## src/rtl/addsub_if.sv

```systemverilog
// addsub_if: operand/result bundle for the addsub arithmetic core.
// The master drives the operands and op select and receives the result and flags.
// The slave is the arithmetic core.
interface addsub_if #(
  parameter int WIDTH = 32
);
  logic             in_valid;
  logic [WIDTH-1:0] a;
  logic [WIDTH-1:0] b;
  logic             sub;
  logic             out_valid;
  logic [WIDTH-1:0] sum;
  logic             cf;
  logic             ovf;
  logic             sf;
  logic             zf;

  modport master (
    output in_valid, a, b, sub,
    input  out_valid, sum, cf, ovf, sf, zf
  );

  modport slave (
    input  in_valid, a, b, sub,
    output out_valid, sum, cf, ovf, sf, zf
  );
endinterface

```

## src/rtl/addsub.sv

```systemverilog
// addsub: two's-complement adder/subtractor with a registered result and ALU flags.
// Latency is one cycle. Subtraction is a + ~b + 1, so a single adder serves both ops.
// The result and all flags come from the same sum, so they always describe one operation.
module addsub #(
  parameter int WIDTH = 32
) (
  input  logic  clk,
  input  logic  rst_n,
  addsub_if.slave bus
);

  // Signed overflow: the effective operands share a sign and the result sign differs.
  function automatic logic calc_ovf(input logic a_msb, input logic bb_msb, input logic res_msb);
    calc_ovf = (a_msb == bb_msb) && (res_msb != a_msb);
  endfunction

  // Zero detect on the truncated result.
  function automatic logic is_zero(input logic [WIDTH-1:0] v);
    is_zero = (v == {WIDTH{1'b0}});
  endfunction

  logic [WIDTH-1:0] bb_s;
  logic [WIDTH:0]   res_s;
  logic             cf_s;
  logic             ovf_s;
  logic             sf_s;
  logic             zf_s;

  logic             out_valid_r;
  logic [WIDTH-1:0] sum_r;
  logic             cf_r;
  logic             ovf_r;
  logic             sf_r;
  logic             zf_r;

  // Combinational add/subtract and flag derivation from the current operands.
  always_comb begin
    bb_s  = {WIDTH{1'b0}};
    res_s = {(WIDTH+1){1'b0}};
    if (bus.sub) begin
      bb_s = ~bus.b;
    end else begin
      bb_s = bus.b;
    end
    res_s = {1'b0, bus.a} + {1'b0, bb_s} + {{WIDTH{1'b0}}, bus.sub};
    // Carry out inverted on subtract gives the unsigned borrow (a < b).
    cf_s  = res_s[WIDTH] ^ bus.sub;
    ovf_s = calc_ovf(bus.a[WIDTH-1], bb_s[WIDTH-1], res_s[WIDTH-1]);
    sf_s  = res_s[WIDTH-1];
    zf_s  = is_zero(res_s[WIDTH-1:0]);
  end

  // Output registers: capture a new result on in_valid and hold it otherwise.
  always_ff @(posedge clk or negedge rst_n) begin
    if (!rst_n) begin
      out_valid_r <= 1'b0;
      sum_r       <= {WIDTH{1'b0}};
      cf_r        <= 1'b0;
      ovf_r       <= 1'b0;
      sf_r        <= 1'b0;
      zf_r        <= 1'b0;
    end else begin
      out_valid_r <= bus.in_valid;
      if (bus.in_valid) begin
        sum_r <= res_s[WIDTH-1:0];
        cf_r  <= cf_s;
        ovf_r <= ovf_s;
        sf_r  <= sf_s;
        zf_r  <= zf_s;
      end else begin
        sum_r <= sum_r;
        cf_r  <= cf_r;
        ovf_r <= ovf_r;
        sf_r  <= sf_r;
        zf_r  <= zf_r;
      end
    end
  end

  assign bus.out_valid = out_valid_r;
  assign bus.sum       = sum_r;
  assign bus.cf        = cf_r;
  assign bus.ovf       = ovf_r;
  assign bus.sf        = sf_r;
  assign bus.zf        = zf_r;

endmodule

```

## src/flat_wrapper.sv

```systemverilog
// flat-port wrapper written by rule: the top's interface ports become plain ports
module addsub_flat 
#(
  parameter int WIDTH = 32
)
  (clk, rst_n, bus_in_valid, bus_a, bus_b, bus_sub, bus_out_valid, bus_sum, bus_cf, bus_ovf, bus_sf, bus_zf);
  addsub_if #(.WIDTH(WIDTH)) bus_i ();
  input  logic clk;
  input  logic rst_n;
  input wire logic [$bits(bus_i.in_valid)-1:0] bus_in_valid;
  input wire logic [$bits(bus_i.a)-1:0] bus_a;
  input wire logic [$bits(bus_i.b)-1:0] bus_b;
  input wire logic [$bits(bus_i.sub)-1:0] bus_sub;
  output wire logic [$bits(bus_i.out_valid)-1:0] bus_out_valid;
  output wire logic [$bits(bus_i.sum)-1:0] bus_sum;
  output wire logic [$bits(bus_i.cf)-1:0] bus_cf;
  output wire logic [$bits(bus_i.ovf)-1:0] bus_ovf;
  output wire logic [$bits(bus_i.sf)-1:0] bus_sf;
  output wire logic [$bits(bus_i.zf)-1:0] bus_zf;
  assign bus_i.in_valid = bus_in_valid;
  assign bus_i.a = bus_a;
  assign bus_i.b = bus_b;
  assign bus_i.sub = bus_sub;
  assign bus_out_valid = bus_i.out_valid;
  assign bus_sum = bus_i.sum;
  assign bus_cf = bus_i.cf;
  assign bus_ovf = bus_i.ovf;
  assign bus_sf = bus_i.sf;
  assign bus_zf = bus_i.zf;
  addsub #(.WIDTH(WIDTH)) u_core (.clk(clk), .rst_n(rst_n), .bus(bus_i));
endmodule
```

## config.mk

```make
export PLATFORM = sky130hd
export DESIGN_NAME = addsub_flat
export DESIGN_NICKNAME = d
export VERILOG_FILES = /design/src/rtl/addsub_if.sv /design/src/rtl/addsub.sv /design/src/flat_wrapper.sv
export SDC_FILE = /design/constraint.sdc
export NUM_CORES = 1
export LEC_CHECK = 0
export BUFFER_PORTS_ARGS = -buffer_cell sky130_fd_sc_hd__buf_4
export CAP_MARGIN = 40
export CORE_ASPECT_RATIO = 0.75
export CORE_MARGIN = 2
export CORE_UTILIZATION = 55
export CTS_BUF_LIST = sky130_fd_sc_hd__clkbuf_4 sky130_fd_sc_hd__clkbuf_8
export DETAILED_ROUTE_END_ITERATION = 8
export PLACE_DENSITY_LB_ADDON = 0.2
export SKIP_CTS_REPAIR_TIMING = 1
export SLEW_MARGIN = 10
export SYNTH_ARGS = -nofsm -noshare
export SYNTH_HDL_FRONTEND = slang
export SYNTH_SLANG_ARGS = --single-unit
```

## constraint.sdc

```tcl
create_clock -name clk -period 1.1 [get_ports clk]
set_clock_uncertainty 0.15 [all_clocks]
set_input_delay 0.055 -clock clk [delete_from_list [all_inputs] [get_ports clk]]
set_output_delay 0.055 -clock clk [all_outputs]
set_load 0.01 [all_outputs]
```

==> results of run 1 <==
through the flow:
stage	util [%]	setup WS (ps)	setup TNS [ps]
after global placement	85.4	-2310	-49770
after floorplan	-	-1920	-38860
after CTS	87.1	-2080	-43330
after detailed placement	85.4	-2400	-52540
synthesized netlist by cell type, types with 2 or more instances:
library cell and n:
clkbuf_1 15, o21a_1 3, inv_1 20, o2111ai_1 4
and2_1 5, o21ai_0 31, a31oi_1 3, nand2_1 33
or3_1 8, dfrtp_1 36, and3_1 2, o211ai_1 6
nor3b_1 2, nor2b_1 5, nand4b_1 3, a21oi_1 37
a2111oi_0 4, nor4_1 3, mux2_2 17, nand3_1 14
nor3_1 7, a2111o_1 2, a32oi_1 2, o31a_1 2
xnor2_1 13, nor3_2 2, xor2_1 37, nand2b_1 2
nor2_1 21, o21bai_1 2, a21o_1 11, o21ai_1 4
mux2i_1 2, a22oi_1 3, o31ai_1 3, a31o_2 3
nand4_1 7, and4_1 6, ha_1 33, a211oi_1 3
buf_1 3, o22ai_1 3
logic make-up after synthesis:
logic type	count (synthesis)	synth area share, %
AND/OR/NAND/NOR	123	17.5
multiplexers	19	5.72
flip-flops	36	24.3
AO/OA/AOI/OAI	139	24.7
buffers and inverters	41	4.29
adder cells (fa/ha/maj)	34	11.7
XOR/XNOR	50	11.8
==> results.sh, run 1 <==
export IMPL_status="aborted with a tool error"
export IMPL_stop_stage="5_1_grt"
export IMPL_error="[ERROR DPL-0038] Utilization greater than 100%, impossible to legalize"
export IMPL_grt_max_degree=43
export IMPL_synthArstFlopShare_pct=100
export IMPL_netlist_top_cells_area="dfrtp_1, ha_1, xor2_1, mux2_2, a21oi_1"
export IMPL_chipHeight_um=75.0
export IMPL_ys_types=62
export IMPL_netlist_area_um2=3700
export IMPL_yosys_warnings=0
export IMPL_yosys_most_used_dff="dfrtp_1"
export IMPL_netlist_instances=442
export IMPL_place_gp_congestion=0.953
export IMPL_cts_max_path_buffers=2
export IMPL_synth_seq_area_share_pct=24.3
export IMPL_place_area_um2=5480
export IMPL_numCtsBuffers=5
export IMPL_dp_cells=722
export IMPL_syn_num_nets=544
export IMPL_h_tree_depth=2
export IMPL_num_rows=25
export IMPL_yosysTopAreaCellShare_pct=24.3
export IMPL_hpwl_um=10600
export IMPL_yosys_register_bits=36
export IMPL_cts_sinks=36
export IMPL_ios=105
export IMPL_fp_dieW_um=98.7
export IMPL_start_util_pct=57.7
export IMPL_port_buffers=104
export IMPL_cts_root_buf="clkbuf_8"
export IMPL_synth_top_area_cell="dfrtp_1"
export IMPL_avgSynthCellArea_um2=8.37
export IMPL_synth_edff_count=0
export IMPL_grt_worst_endpoint="u_core.bus.zf$_DFFE_PN0P_/D"
export IMPL_worst_ep_kind="sequential cell input"
==> inputs of run 2 (changes only) <==
--- a/config.mk
+++ b/config.mk
@@ -7,12 +7,10 @@
 export LEC_CHECK = 0
 export BUFFER_PORTS_ARGS = -buffer_cell sky130_fd_sc_hd__buf_4
 export CAP_MARGIN = 40
-export CORE_ASPECT_RATIO = 0.75
 export CORE_MARGIN = 2
-export CORE_UTILIZATION = 55
-export CTS_BUF_LIST = sky130_fd_sc_hd__clkbuf_4 sky130_fd_sc_hd__clkbuf_8
+export CORE_UTILIZATION = 40
 export DETAILED_ROUTE_END_ITERATION = 8
-export PLACE_DENSITY_LB_ADDON = 0.2
+export PLACE_DENSITY_LB_ADDON = 0.15
 export SKIP_CTS_REPAIR_TIMING = 1
 export SLEW_MARGIN = 10
 export SYNTH_ARGS = -nofsm -noshare
==> run 2 against run 1 <==
Effect of this change: the flow now finishes, with violations (hold timing, setup timing); synthesized cell count unchanged; area after synthesis unchanged.
==> results.sh, run 2 <==
export IMPL_setup_ws_ps=-1730
export IMPL_place_gp_congestion=0.923
export IMPL_syn_num_nets=544
export IMPL_failed_checks="hold timing, setup timing"
export IMPL_synthArstFlopShare_pct=100
export IMPL_wl_um=12900
export IMPL_clk_pin_slew_ps=80
export IMPL_regToRegSetupSlack_ps=160
export IMPL_drive_above_1_share_pct=57.5
export IMPL_first_pass_iters=5
export IMPL_reg2reg_depth=1
export IMPL_hp_class="in2reg"
export IMPL_first_iter_violations=146
export IMPL_yosys_top_cells_count="a21oi_1, xor2_1, dfrtp_1, ha_1, nand2_1"
export IMPL_crit_buf_inv=2
export IMPL_final_core_util_pct=71.4
export IMPL_layout_commonest_cell="buf_4"
export IMPL_hold_viol=1
export IMPL_p_leak_nw=2.96
export IMPL_synth_top_area_cell="dfrtp_1"
export IMPL_ant_nets=0
export IMPL_slew_headroom_pct=65.7
export IMPL_yosys_register_bits=36
export IMPL_cts_root_buf="clkbuf_8"
export IMPL_layoutNonFillerInstCount=775
export IMPL_synth_top_family_by_area="compound AO/OA/AOI/OAI gates"
export IMPL_r2r_start="u_core.bus.sum[21]"
export IMPL_hpwl_um=9320
export IMPL_fin_setup_tns_ps=-32970
export IMPL_fp_dieW_um=100
export IMPL_setup_viol=33
export IMPL_netlist_instances=442
export IMPL_critPathTopFamily="simple AND/OR/NAND/NOR gates"
export IMPL_numCtsBuffers=5
export IMPL_slew_viol_final=0
export IMPL_synthXorXnorAreaFrac_pct=11.8
export IMPL_netlist_area_um2=3700
export IMPL_cts_max_path_buffers=2
export IMPL_yosys_most_used_dff="dfrtp_1"
export IMPL_worstPathRequired_ps=1150
export IMPL_drc=0
export IMPL_cts_sinks=36
export IMPL_start_util_pct=40.6
export IMPL_cp_start_kind="primary input"
export IMPL_netlist_top_cells_area="dfrtp_1, ha_1, xor2_1, mux2_2, a21oi_1"
export IMPL_port_buffers=104
export IMPL_post_place_ws_ps=-2500
export IMPL_path_max_fanout=7
export IMPL_synthAdderAreaFrac_pct=11.7
export IMPL_ys_types=62
export IMPL_drv_cap=0
export IMPL_tightest_slew_ps=515
export IMPL_synth_edff_count=0
export IMPL_wl_per_cell_um=16.6
export IMPL_synth_compound_area_share_pct=24.7
export IMPL_min_path_cells=4
export IMPL_grt_pass1_wl_um=18500
export IMPL_final_cell_mix="buf_4, dfrtp_1, nand2_1"
export IMPL_h_tree_depth=2
export IMPL_grt_max_degree=43
export IMPL_fin_crit_ps=2830
export IMPL_crit_path_max_incr_delay_ps=500
export IMPL_dr_total_vias=4309
export IMPL_path_class="in2reg"
export IMPL_num_rows=35
export IMPL_avgViaCountPerCell=5.56
export IMPL_cp_end_kind="flop"
export IMPL_path_cells="buf_16 > mux2_4 > inv_2 > fa_2 > nor2b_4 > o22a_4 > a211o_1 > o21ai_2 > xor2_2 > or4b_4 > nor4_4 > nand4b_1 > o32ai_2"
export IMPL_status="finished, violations left"
export IMPL_largest_register_ffs=31
export IMPL_whs_ps=-5.41
export IMPL_antenna_found_initial=0
export IMPL_syn_to_final_growth_pct=75.7
export IMPL_gr_usage_all_layers_pct=22.7
export IMPL_core_area_um2=9110
export IMPL_antennaDiodeCount=0
export IMPL_clkLatencyLatePin_ps=290
export IMPL_min_from="bus_a[31]"
export IMPL_ios=105
export IMPL_die_area_um2=10000
export IMPL_arrival_ps=2890
export IMPL_reg2reg_to="u_core.bus.sum[21]"
export IMPL_yosys_warnings=0
export IMPL_grt_pass1_vias=4036
export IMPL_synthMuxAreaShare_pct=5.72
export IMPL_avgSynthCellArea_um2=8.37
export IMPL_power_density_nw_per_um2=1310
export IMPL_min_to="u_core.bus.ovf"
export IMPL_yosysTopAreaCellShare_pct=24.3
export IMPL_dp_cells=753
export IMPL_fin_nets=765
export IMPL_cp_slowest_cell="or4b_4"
export IMPL_chipHeight_um=100
export IMPL_synthSimpleGateAreaFrac_pct=17.5
export IMPL_cts_tree="yes"
export IMPL_fmax_mhz=353
export IMPL_synth_seq_area_share_pct=24.3
export IMPL_irDropWorstVdd_uv=687
export IMPL_overflow=0
export IMPL_finalCritPeriodShare_pct=258
export IMPL_rsz0062_at_grt="yes"
## run 2: cell counts after synthesis
No cell type changed its count.
## run 2: metrics by stage
step                hold slack [ps]  total power, W  cell area (um^2)
floorplan                      -391         0.00424              3870
global placement              -92.8         0.00641              5520
detailed placement            -87.2         0.00650              5520
CTS                            -413         0.00752              5610
global route                   18.1         0.00901              6500
finish                        -5.41         0.00850              6500
## run 2: cell families after synthesis
logic type      Yosys count
compound gates          139
xor+xnor                 50
fa+ha+maj                34
buf+inv                  41
flops                    36
mux                      19
simple gates            123
## run 2: power breakdown
| group | internal [W] | switching, W | total [W] |
|---|---|---|---|
| clock | 0.000443 | 0.000578 | 0.00102 |
| combinational | 0.00298 | 0.00258 | 0.00556 |
| sequential | 0.00169 | 0.000232 | 0.00193 |
## run 2: layer usage
metal  vias to the layer above  wire (um)  GRT usage [%]
met5                         -          0              0
met4                         0        323           5.58
met3                        32        596           3.27
met2                       131       6340           38.3
met1                      2067       5600           30.7
li1                       2079          -              -
## run 2: worst max path at each step
stage | start | endpoint | slack (ps) | depth (start not counted)
6_report | bus_sub | u_core.bus.zf | -1730 | 13
5_1_grt | bus_sub | u_core.bus.zf | -1850 | 13
4_1_cts | bus_sub | u_core.bus.zf | -2200 | 15
3_5_place_dp | bus_sub | u_core.bus.zf | -2500 | 15
3_3_place_gp | bus_sub | u_core.bus.zf | -2460 | 15
2_1_floorplan | bus_sub | u_core.bus.zf | -1920 | 14
## run 2: area by class of cell
type / count / area, um^2
clock buffer: 5 / 68.8
clock inverter: 3 / 18.8
fill: 682 / 2610
inverter: 21 / 78.8
multi-input combinational: 365 / 3450
sequential: 36 / 901
tap: 111 / 139
timing repair buffer: 234 / 1840
Power figures use the tool's default switching activity.
==> inputs of run 3 (changes only) <==
--- a/config.mk
+++ b/config.mk
@@ -9,6 +9,7 @@
 export CAP_MARGIN = 40
 export CORE_MARGIN = 2
 export CORE_UTILIZATION = 40
+export CTS_BUF_LIST = sky130_fd_sc_hd__clkbuf_2
 export DETAILED_ROUTE_END_ITERATION = 8
 export PLACE_DENSITY_LB_ADDON = 0.15
 export SKIP_CTS_REPAIR_TIMING = 1
==> run 3 against run 2 <==
Effect of this change: the run still ends with hold timing, setup timing left; clock power shrank 31%; largest power group unchanged; critical path type unchanged; routed wire length grew 1.1%; largest cell class unchanged; first-iteration DRC count up 49%.
==> results.sh, run 3 (same netlist as run 2, synthesis figures left out) <==
export IMPL_pwr_share_seq_pct=23.0
export IMPL_largest_register_ffs=31
export IMPL_hpwl_um=9320
export IMPL_hold_viol=35
export IMPL_fmax_mhz=369
export IMPL_swShare_pct=40.0
export IMPL_drv_cap=0
export IMPL_cp_start_kind="primary input"
export IMPL_failed_checks="hold timing, setup timing"
export IMPL_worstPathRequired_ps=1270
export IMPL_numCtsBuffers=5
export IMPL_antenna_found_initial=0
export IMPL_totalPowerFinal_w=0.00862
export IMPL_ios=105
export IMPL_dr_total_vias=4335
export IMPL_core_area_um2=9110
export IMPL_cts_root_buf="clkbuf_2"
export IMPL_status="finished, violations left"
export IMPL_combPwrFrac_pct=68.9
export IMPL_port_buffers=104
export IMPL_fin_crit_ps=2710
export IMPL_fin_setup_tns_ps=-31590
export IMPL_place_gp_congestion=0.923
export IMPL_cts_sinks=36
export IMPL_switchingPower_w=0.00345
export IMPL_final_cell_mix="buf_4, buf_6, dfrtp_1"
export IMPL_syn_to_final_growth_pct=80.4
export IMPL_setup_viol=70
export IMPL_wl_per_cell_um=16.4
export IMPL_irDropWorstVdd_uv=575
export IMPL_chipHeight_um=100
export IMPL_fillers=658
export IMPL_p_leak_nw=3.05
export IMPL_gr_usage_all_layers_pct=22.7
export IMPL_slew_viol_final=0
export IMPL_fp_dieW_um=100
export IMPL_power_density_nw_per_um2=1290
export IMPL_path_max_fanout=7
export IMPL_grt_pass1_wl_um=18500
export IMPL_h_tree_depth=2
export IMPL_drc=0
export IMPL_p_clk_share_pct=8.1
export IMPL_grt_max_degree=43
export IMPL_rsz0062_at_grt="yes"
export IMPL_setup_ws_ps=-1610
export IMPL_drive_above_1_share_pct=57.9
export IMPL_cts_max_path_buffers=2
export IMPL_ant_nets=0
export IMPL_grt_pass1_vias=4061
export IMPL_fin_nets=780
export IMPL_internal_power_w=0.00518
export IMPL_wl_um=13000
export IMPL_hp_class="in2reg"
export IMPL_cp_end_kind="flop"
export IMPL_clk_pin_slew_ps=210
export IMPL_first_pass_iters=4
export IMPL_clkLatencyLatePin_ps=390
export IMPL_slew_headroom_pct=61.0
export IMPL_arrival_ps=2880
export IMPL_tightest_slew_ps=586
export IMPL_finalCritPeriodShare_pct=246
export IMPL_num_rows=35
export IMPL_die_area_um2=10000
export IMPL_path_class="in2reg"
export IMPL_avgViaCountPerCell=5.48
export IMPL_whs_ps=-120
export IMPL_overflow=0
export IMPL_cts_tree="yes"
export IMPL_start_util_pct=40.6
export IMPL_layout_commonest_cell="buf_4"
export IMPL_first_iter_violations=218
[run 3: cell count changes in the layout (fill, tap and decap cells not counted), sizes merged]
cell         previous run  this run
dlygate4sd3             1         3
diode                   0         1
buf                   232       245
[run 3: worst paths after layout]
kind                                     end  slack, ps              start  cells past startpoint
min in group asynchronous  u_core.bus.sum[8]        -50              rst_n                      2
hold / removal             u_core.bus.sum[0]       -120           bus_b[0]                      4
hold reg to reg            u_core.bus.sum[6]        390  u_core.bus.sum[6]                      2
setup reg to reg           u_core.bus.sum[8]         30  u_core.bus.sum[8]                      2
setup / recovery               u_core.bus.zf      -1610            bus_sub                     13
max in group asynchronous      u_core.bus.zf        470              rst_n                      2
[run 3: per-layer routing]
metal | vias to the layer above | global-route usage [%] | routed length (um)
li1 | 2101 | - | -
met1 | 2061 | 30.5 | 5570
met2 | 133 | 38.3 | 6390
met3 | 40 | 3.55 | 606
met4 | 0 | 5.90 | 437
met5 | - | 0 | 0
[run 3: final cells by class]
| class | count | area [um^2] | share of cell area, % |
|---|---|---|---|
| Clock inverter | 3 | 18.8 | 0.281 |
| Clock buffer | 5 | 25.0 | 0.375 |
| Tap cell | 111 | 139 | 2.08 |
| Sequential cell | 36 | 901 | 13.5 |
| Timing Repair Buffer | 249 | 2090 | 31.4 |
| Multi-Input combinational cell | 365 | 3410 | 51.2 |
| Inverter | 21 | 78.8 | 1.18 |
| Antenna cell | 1 | 2.50 | 0.0375 |
[run 3: worst max-delay path, stage by stage]
cell	delay, ps
buf_16	130
mux2_4	280
inv_2	70
fa_2	230
nor2b_4	60
o22a_4	240
a211o_1	330
o21ai_2	170
xor2_2	200
or4b_4	500
nor4_4	270
nand4b_1	140
o32ai_2	210
[run 3: power groups by stage]
stage / registers (W) / clock network (W) / logic (W)
after floorplan: 0.00208 / 0 / 0.00216
after global placement: 0.00194 / 0 / 0.00447
after detailed placement: 0.00195 / 0 / 0.00455
after CTS: 0.00192 / 0.000709 / 0.00457
after global routing: 0.00203 / 0.000754 / 0.00637
final: 0.00199 / 0.000700 / 0.00594
[run 3: per-stage QoR]
stage          cells  utilization [%]  hold slack, ps  area [um^2]  worst slack, ps
3_5_place_dp     753             60.6           -87.2         5520            -2500
4_1_cts          761             61.1            -571         5570            -2090
6_report         791             73.3            -120         6670            -1610
5_1_grt          790             73.2            -133         6670            -1710
2_1_floorplan    442                -            -391         3870            -1920
3_3_place_gp     753             60.6           -92.8         5520            -2460
==> inputs of run 4 (changes only) <==
--- a/config.mk
+++ b/config.mk
@@ -8,7 +8,7 @@
 export BUFFER_PORTS_ARGS = -buffer_cell sky130_fd_sc_hd__buf_4
 export CAP_MARGIN = 40
 export CORE_MARGIN = 2
-export CORE_UTILIZATION = 40
+export CORE_UTILIZATION = 43
 export CTS_BUF_LIST = sky130_fd_sc_hd__clkbuf_2
 export DETAILED_ROUTE_END_ITERATION = 8
 export PLACE_DENSITY_LB_ADDON = 0.15
==> run 4 against run 3 <==
Effect of this change: the flow still finishes with violations (hold timing, setup timing); global-route usage grew 1.0 points; worst hold slack better by 82 ps; clock-buffer cell count stayed put; sequential share of layout area down 0.46 points; cell count shrank 0.76%; highest routed layer unchanged.
==> results.sh, run 4 (same netlist as run 2, synthesis figures left out) <==
export IMPL_status="finished, violations left"
export IMPL_failed_checks="hold timing, setup timing"
export IMPL_rsz0062_at_grt="yes"
export IMPL_tightest_slew_ps=575
export IMPL_fmax_mhz=363
export IMPL_cp_slowest_cell="a211o_1"
export IMPL_gr_usage_all_layers_pct=23.8
export IMPL_dr_total_vias=4632
export IMPL_ios=105
export IMPL_largest_register_ffs=31
export IMPL_switchingPower_w=0.00366
export IMPL_cts_root_buf="clkbuf_2"
export IMPL_place_gp_congestion=0.876
export IMPL_cts_max_path_buffers=2
export IMPL_critPathTopFamily="compound AO/OA/AOI/OAI gates"
export IMPL_fin_setup_tns_ps=-33570
export IMPL_setup_ws_ps=-1660
export IMPL_arrival_ps=2950
export IMPL_clk_pin_slew_ps=240
export IMPL_irDropWorstVdd_uv=598
export IMPL_h_tree_depth=2
export IMPL_crit_buf_inv=3
export IMPL_antennaDiodeCount=0
export IMPL_internal_power_w=0.00552
export IMPL_grt_pass1_wl_um=18700
export IMPL_path_class="in2reg"
export IMPL_wl_um=14700
export IMPL_p_leak_nw=3.11
export IMPL_fp_dieW_um=96.8
export IMPL_first_pass_iters=5
export IMPL_combPwrFrac_pct=68.0
export IMPL_p_clk_share_pct=10.2
export IMPL_overflow=0
export IMPL_drive_above_1_share_pct=59.3
export IMPL_port_buffers=104
export IMPL_slew_viol_final=0
export IMPL_fin_crit_ps=2760
export IMPL_syn_to_final_growth_pct=86.8
export IMPL_ant_nets=0
export IMPL_final_cell_mix="buf_4, buf_6, dfrtp_1"
export IMPL_core_area_um2=8300
export IMPL_num_rows=33
export IMPL_drc=0
export IMPL_numCtsBuffers=5
export IMPL_crit_path_max_incr_delay_ps=340
export IMPL_avgViaCountPerCell=5.90
export IMPL_antenna_found_initial=0
export IMPL_swShare_pct=39.9
export IMPL_power_density_nw_per_um2=1330
export IMPL_fin_nets=781
export IMPL_slew_headroom_pct=61.7
export IMPL_cts_tree="yes"
export IMPL_start_util_pct=44.6
export IMPL_drv_cap=0
export IMPL_setup_viol=70
export IMPL_worstPathRequired_ps=1290
export IMPL_grt_max_degree=43
export IMPL_cp_end_kind="flop"
export IMPL_cp_start_kind="primary input"
export IMPL_path_cells="buf_16 > mux2_4 > inv_4 > fa_2 > nor2b_4 > o22a_4 > a211o_1 > buf_4 > a211o_2 > a22oi_1 > o211ai_1 > nor4_4 > nand4b_1 > o32ai_2"
export IMPL_wl_per_cell_um=18.8
export IMPL_chipHeight_um=96.8
export IMPL_hpwl_um=9230
export IMPL_first_iter_violations=319
export IMPL_clkLatencyLatePin_ps=410
export IMPL_layout_commonest_cell="buf_4"
export IMPL_finalCritPeriodShare_pct=251
export IMPL_hold_viol=36
export IMPL_path_max_fanout=7
export IMPL_whs_ps=-37.9
export IMPL_cts_sinks=36
export IMPL_pwr_share_seq_pct=21.8
export IMPL_grt_pass1_vias=4035
export IMPL_hp_class="in2async"
export IMPL_die_area_um2=9360
==> run 4: through the flow <==
step | area (um^2) | utilization, % | setup slack, ps | instances | power [W]
after floorplan | 3870 | - | -1920 | 442 | 0.00424
after global placement | 5490 | 66.1 | -2460 | 742 | 0.00638
after detailed placement | 5490 | 66.1 | -2480 | 742 | 0.00646
after CTS | 5560 | 67.0 | -2040 | 750 | 0.00737
after global routing | 6910 | 83.3 | -1690 | 785 | 0.00961
final | 6910 | 83.3 | -1660 | 785 | 0.00918
==> run 4: final timing paths <==
check / start / end / slack, ps / cells after the start
setup / recovery: bus_sub / u_core.bus.zf / -1660 / 14
hold / removal: rst_n / u_core.bus.sum[15] / -40 / 2
setup reg to reg: u_core.bus.sum[9] / u_core.bus.sum[9] / 20 / 2
hold reg to reg: u_core.bus.sum[20] / u_core.bus.sum[20] / 420 / 1
max in group asynchronous: rst_n / u_core.bus.sum[2] / 480 / 2
min in group clk: bus_a[1] / u_core.bus.sum[1] / 20 / 4
==> run 4: metal layers <==
metal	GRT usage, %	vias up	share of wire (%)
met5	0	-	0
met4	5.09	0	4.0
met3	3.76	79	6.4
met2	41.0	245	51
met1	31.5	2204	39
li1	-	2104	-
==> run 4: area by class of cell <==
cell class | instances | area [um^2]
Sequential cell | 36 | 901
Timing Repair Buffer | 250 | 2120
Inverter | 21 | 81.3
Clock buffer | 5 | 25.0
Clock inverter | 3 | 42.5
Fill cell | 484 | 1390
Tap cell | 105 | 131
Multi-Input combinational cell | 365 | 3610
==> run 4: power groups by stage <==
stage	clock network (W)	registers (W)	logic, W
2_1_floorplan	0	0.00208	0.00216
6_report	0.000933	0.00200	0.00624
4_1_cts	0.000908	0.00193	0.00453
3_5_place_dp	0	0.00195	0.00451
3_3_place_gp	0	0.00194	0.00443
5_1_grt	0.000978	0.00204	0.00659
==> run 4: worst reg2reg max path, delay by kind of cell, from the launching register on <==
kind / cells / cell delay [ps]
flip-flops: 1 / 450
multiplexers: 1 / 260
buffers and inverters: 1 / 140
